## config.mk

```make
export PLATFORM = sky130hd
export DESIGN_NAME = serial_pattern_generator
export DESIGN_NICKNAME = d
export VERILOG_FILES = /design/src/rtl/serial_pattern_generator.sv
export SDC_FILE = /design/constraint.sdc
export NUM_CORES = 1
export LEC_CHECK = 0
export CORE_ASPECT_RATIO = 1.4
export CORE_MARGIN = 5
export CORE_UTILIZATION = 45
export CTS_BUF_LIST = sky130_fd_sc_hd__clkbuf_16
export DETAILED_ROUTE_END_ITERATION = 10
export PLACE_DENSITY = 0.68
export SYNTH_ARGS = -nofsm -noshare
export SYNTH_HDL_FRONTEND = slang
export SYNTH_SLANG_ARGS = --single-unit
export TNS_END_PERCENT = 10
```

## constraint.sdc

```tcl
create_clock -name clk_i -period 2.76 [get_ports clk_i]
set_input_delay 0.276 -clock clk_i [delete_from_list [all_inputs] [get_ports clk_i]]
set_output_delay 0.276 -clock clk_i [all_outputs]
set_load 0.02 [all_outputs]
```

## src/rtl/serial_pattern_generator.sv

```systemverilog
// Serial pattern transmitter: shifts a latched pattern out MSB-first at a programmable
// bit period, repeating it with an optional idle gap between frames.
module serial_pattern_generator #(
  parameter int unsigned PAT_W      = 8,
  parameter int unsigned DIV_W      = 8,
  parameter int unsigned GAP_BITS   = 1,
  parameter bit          IDLE_LEVEL = 1'b1
) (
  input  logic             clk_i,
  input  logic             reset_i,
  input  logic             start_i,
  input  logic             abort_i,
  input  logic [PAT_W-1:0] pattern_i,
  input  logic [3:0]       len_i,
  input  logic [3:0]       repeat_cnt_i,
  input  logic [DIV_W-1:0] bit_div_i,
  output logic             ser_out_o,
  output logic             ser_valid_o,
  output logic             busy_o,
  output logic             done_o,
  output logic [4:0]       frame_cnt_o
);

  localparam int unsigned IdxW = (PAT_W > 1) ? $clog2(PAT_W) : 1;

  typedef enum logic [1:0] {StIdle, StShift, StGap} state_e;

  state_e            state_q;
  logic [PAT_W-1:0]  pat_q;
  logic [3:0]        len_q;
  logic [3:0]        rep_left_q;
  logic [DIV_W-1:0]  div_q;
  logic [DIV_W-1:0]  div_cnt_q;
  logic [IdxW-1:0]   bit_idx_q;
  logic [7:0]        gap_cnt_q;
  logic [4:0]        frame_cnt_q;
  logic              ser_out_q;
  logic              ser_valid_q;
  logic              busy_q;
  logic              done_q;

  logic [3:0]        len_clamp;
  logic [IdxW-1:0]   start_idx;
  logic [IdxW-1:0]   last_idx;
  logic [IdxW-1:0]   next_idx;
  logic              div_end;
  logic              gap_end;

  always_comb begin
    len_clamp = (32'(len_i) > PAT_W) ? 4'(PAT_W) : len_i;
    start_idx = IdxW'(len_clamp - 4'd1);
    last_idx  = IdxW'(len_q - 4'd1);
    next_idx  = bit_idx_q - IdxW'(1);
    div_end   = (div_cnt_q == div_q);
    // Never true when GAP_BITS is 0; the gap state is then unreachable.
    gap_end   = (32'(gap_cnt_q) == GAP_BITS - 1);
  end

  always_ff @(posedge clk_i) begin
    if (reset_i) begin
      state_q     <= StIdle;
      pat_q       <= '0;
      len_q       <= '0;
      rep_left_q  <= '0;
      div_q       <= '0;
      div_cnt_q   <= '0;
      bit_idx_q   <= '0;
      gap_cnt_q   <= '0;
      frame_cnt_q <= '0;
      ser_out_q   <= IDLE_LEVEL;
      ser_valid_q <= 1'b0;
      busy_q      <= 1'b0;
      done_q      <= 1'b0;
    end else begin
      done_q <= 1'b0;
      unique case (state_q)
        StIdle: begin
          if (start_i && (len_i != 4'd0)) begin
            state_q     <= StShift;
            pat_q       <= pattern_i;
            len_q       <= len_clamp;
            rep_left_q  <= repeat_cnt_i;
            div_q       <= bit_div_i;
            div_cnt_q   <= '0;
            bit_idx_q   <= start_idx;
            frame_cnt_q <= '0;
            ser_out_q   <= pattern_i[start_idx];
            ser_valid_q <= 1'b1;
            busy_q      <= 1'b1;
          end
        end
        StShift: begin
          if (abort_i) begin
            state_q     <= StIdle;
            ser_out_q   <= IDLE_LEVEL;
            ser_valid_q <= 1'b0;
            busy_q      <= 1'b0;
          end else if (!div_end) begin
            div_cnt_q <= div_cnt_q + DIV_W'(1);
          end else begin
            div_cnt_q <= '0;
            if (bit_idx_q != '0) begin
              bit_idx_q <= next_idx;
              ser_out_q <= pat_q[next_idx];
            end else begin
              frame_cnt_q <= frame_cnt_q + 5'd1;
              if (rep_left_q != 4'd0) begin
                rep_left_q <= rep_left_q - 4'd1;
                if (GAP_BITS > 0) begin
                  state_q     <= StGap;
                  gap_cnt_q   <= '0;
                  ser_out_q   <= IDLE_LEVEL;
                  ser_valid_q <= 1'b0;
                end else begin
                  bit_idx_q <= last_idx;
                  ser_out_q <= pat_q[last_idx];
                end
              end else begin
                state_q     <= StIdle;
                ser_out_q   <= IDLE_LEVEL;
                ser_valid_q <= 1'b0;
                busy_q      <= 1'b0;
                done_q      <= 1'b1;
              end
            end
          end
        end
        StGap: begin
          if (abort_i) begin
            state_q     <= StIdle;
            ser_out_q   <= IDLE_LEVEL;
            ser_valid_q <= 1'b0;
            busy_q      <= 1'b0;
          end else if (!div_end) begin
            div_cnt_q <= div_cnt_q + DIV_W'(1);
          end else begin
            div_cnt_q <= '0;
            if (gap_end) begin
              state_q     <= StShift;
              bit_idx_q   <= last_idx;
              ser_out_q   <= pat_q[last_idx];
              ser_valid_q <= 1'b1;
            end else begin
              gap_cnt_q <= gap_cnt_q + 8'd1;
            end
          end
        end
        default: state_q <= StIdle;
      endcase
    end
  end

  assign ser_out_o   = ser_out_q;
  assign ser_valid_o = ser_valid_q;
  assign busy_o      = busy_q;
  assign done_o      = done_q;
  assign frame_cnt_o = frame_cnt_q;

endmodule

```

==> results_dict.tcl <==
set metrics [dict create \
    path_buf_inv 0 \
    via_per_inst 5.81 \
    syn_nets 429 \
    htree_num_levels 2 \
    core-area_um2 6980 \
    grt_use_total_pct 19.3 \
    post_cts_buffers 0 \
    port_buffers 36 \
    dp_hpwl_um 6160 \
    nets 466 \
    cts_tree "built" \
    postSynth.asyncResetShare_pct 0 \
    drive_gt1_share_pct 9.39 \
    ys_warn_count 0 \
    grt_pass1_vias 2985 \
    tns_ps 0 \
    drt_iter0_drc 197 \
    syn-mean-instance-area_um2 8.28 \
    worst_path_max_delay_cell "or4_1" \
    worstMarginPinSlew_ps 620 \
    ir_drop_mv 0.353 \
    yosysSeqAreaShare_pct 33.0 \
    worstSetupPathType "flip-flop to flip-flop" \
    max_stage_delay_ps 490 \
    crit_cells 6 \
    clk_pin_slew_worst_paths_ps 70 \
    syn_area_um2 3210 \
    period_needed_ps 2260 \
    clockBufferDepth 2 \
    p_leak_uw 0.00136 \
    dp_slack_ps 203 \
    powerDensity_nw_per_um2 778 \
    drv_slew 0 \
    synth_cells 388 \
    mostFrequentLayoutCells "nand2_1, dfxtp_1, a21oi_1, clkdlybuf4s50_1, nor2_1" \
    synth_ff_type "dfxtp_1" \
    synth_top_cell_by_area "dfxtp_1" \
    floorplan.initialDensity_pct 46.0 \
    r2r_cells 6 \
    reg2reg_from "state_q[0]$_SDFFE_PP0P_" \
    crit_required_ps 2990 \
    clock-skew-final_ps 8.44 \
    crit_family "simple AND/OR/NAND/NOR gates" \
    start_kind "flip-flop" \
    status "finished, final reports clean" \
    setup_viol 0 \
    synth_cell_type_count 67 \
    gp_congestion 0.852 \
    fin_ws_ps 497 \
    synth-edff-count 0 \
    root_buffer "clkbuf_16" \
    numCtsBuffers 5 \
    max_freq_mhz 442 \
    clock_latency_ps 300 \
    final_common_cell "nand2_1" \
    timing.slew.headroom_pct 58.5 \
    firstDrtPassIters 4 \
    hold_viol 0 \
    diodes 0 \
    fp.dieW_um 81.4 \
    grt_pass1_wl_um 13800 \
    synthTopCellsByArea "dfxtp_1, nand2_1, a21oi_1" \
    numClockSinks 53 \
    grt-ovfl-total 0 \
    ys_seq_elements 53 \
    die-area_um2 8950 \
    min_path_type "flip-flop to flip-flop" \
    areaGrowthSynthToFinish_pct 19.4 \
    post-route-period-util_pct 82.0 \
    crit_chain "ha_1 > nor2_1 > a31oi_1 > nand2_2 > or4_1 > a21oi_1" \
    final_util_pct 54.9 \
    crit_end "gap_cnt_q[3]$_SDFFE_PP0P_" \
    drcViolationCount 0 \
    routedWlPerCell_um 15.4 \
    die_y_um 110 \
    cts_hold_buf 0 \
    reg2reg_setup_slack_ps 500 \
    ant_nets 0 \
    ios 37 \
    grt_max_degree 25 \
    rsz0062_at_grt "no" \
    startpoint "state_q[0]$_SDFFE_PP0P_" \
    cts_resized 0 \
    yosysTopAreaCellShare_pct 33.0 \
    cp_max_fo 11 \
    antenna_found_initial 0 \
    wl_um 8040 \
    via_count 3026 \
    hold_ws_ps 469 \
    maxCapViolations 0 \
    cp.arrival_ps 2490 \
    rows 36 \
    end_kind "flip-flop" \
    reg2reg_to "gap_cnt_q[3]$_SDFFE_PP0P_" \
]
-- sequential cells by signal, summed over array words and instances, names as in the netlist --
register / cells
state_q: 2
rep_left_q: 4
ser_out_o: 1
busy_o: 1
ser_valid_o: 1
frame_cnt_o: 5
bit_idx_q: 3
len_q: 3
done_o: 1
pat_q: 8
div_cnt_q: 8
div_q: 8
gap_cnt_q: 8
-- synthesized netlist by cell type, drive strengths merged (2+ instances only) --
master,n
a31oi,4
clkbuf,8
and3,3
a21oi,42
nand4,11
o211ai,3
a31o,2
xnor2,12
nand3,11
nand2,58
inv,19
a41oi,2
or3,8
a221oi,6
o21ai,12
and4,3
dfxtp,53
or4,5
buf,8
nor2,28
mux4,6
a211oi,3
nand2b,5
a311oi,2
ha,13
o31ai,9
nor2b,3
or4b,2
xor2,6
nor3,9
a21o,2
mux2i,4
nor4b,3
o41ai,2
nor3b,2
-- metal layers --
metal	global-route usage (%)	share of wire [%]
met5	0	0
met4	8.21	2.9
met3	2.79	3.9
met2	33.2	50
met1	23.7	43
-- cell type report --
class | count | area [um2]
well taps | 95 | 119
flip-flops and latches | 53 | 1060
clock inverters | 3 | 18.8
clock buffers | 5 | 125
inverters | 20 | 75.1
multi-input cells | 299 | 2000
repair buffers | 46 | 435
fillers | 631 | 3150
-- worst min path at each step --
| stage | startpoint | end | slack [ps] | cells past startpoint |
|---|---|---|---|---|
| 2_1_floorplan | pattern_i[0] | pat_q[0]$_SDFFE_PP0P_ | 410 | 2 |
| 3_3_place_gp | pat_q[2]$_SDFFE_PP0P_ | pat_q[2]$_SDFFE_PP0P_ | 460 | 2 |
| 3_5_place_dp | div_q[0]$_SDFFE_PP0P_ | div_q[0]$_SDFFE_PP0P_ | 470 | 2 |
| 4_1_cts | div_q[0]$_SDFFE_PP0P_ | div_q[0]$_SDFFE_PP0P_ | 480 | 2 |
| 5_1_grt | div_q[7]$_SDFFE_PP0P_ | div_q[7]$_SDFFE_PP0P_ | 500 | 2 |
| 6_report | div_q[2]$_SDFFE_PP0P_ | div_q[2]$_SDFFE_PP0P_ | 470 | 2 |
-- where the power goes --
part	internal, uW	leakage, uW	switching, uW	total [uW]
Clock	334	0.0000672	289	622
Sequential	872	0.000432	100	972
Combinational	544	0.000862	844	1390
-- worst register-to-register path: stages (launching register included) --
cell     delay [ps]
dfxtp_1         420
ha_1            440
nor2_1          140
a31oi_1         380
nand2_2         190
or4_1           490
a21oi_1         140
-- cells by family after synthesis --
family / count (synthesis) / share of synthesized area, %
buf+inv: 36 / 4.67
simple gates: 157 / 25.2
mux: 11 / 5.80
compound gates: 100 / 21.3
fa+ha+maj: 13 / 5.06
xor+xnor: 18 / 4.91
flops: 53 / 33.0
-- through the flow --
stage          std cells  cell area, um2  total power [uW]
2_1_floorplan        388            3210              1990
3_3_place_gp         513            3690              2340
3_5_place_dp         513            3690              2370
4_1_cts              521            3830              2990
5_1_grt              521            3830              3190
6_report             521            3830              2980
(Power assumes the default switching activity.)
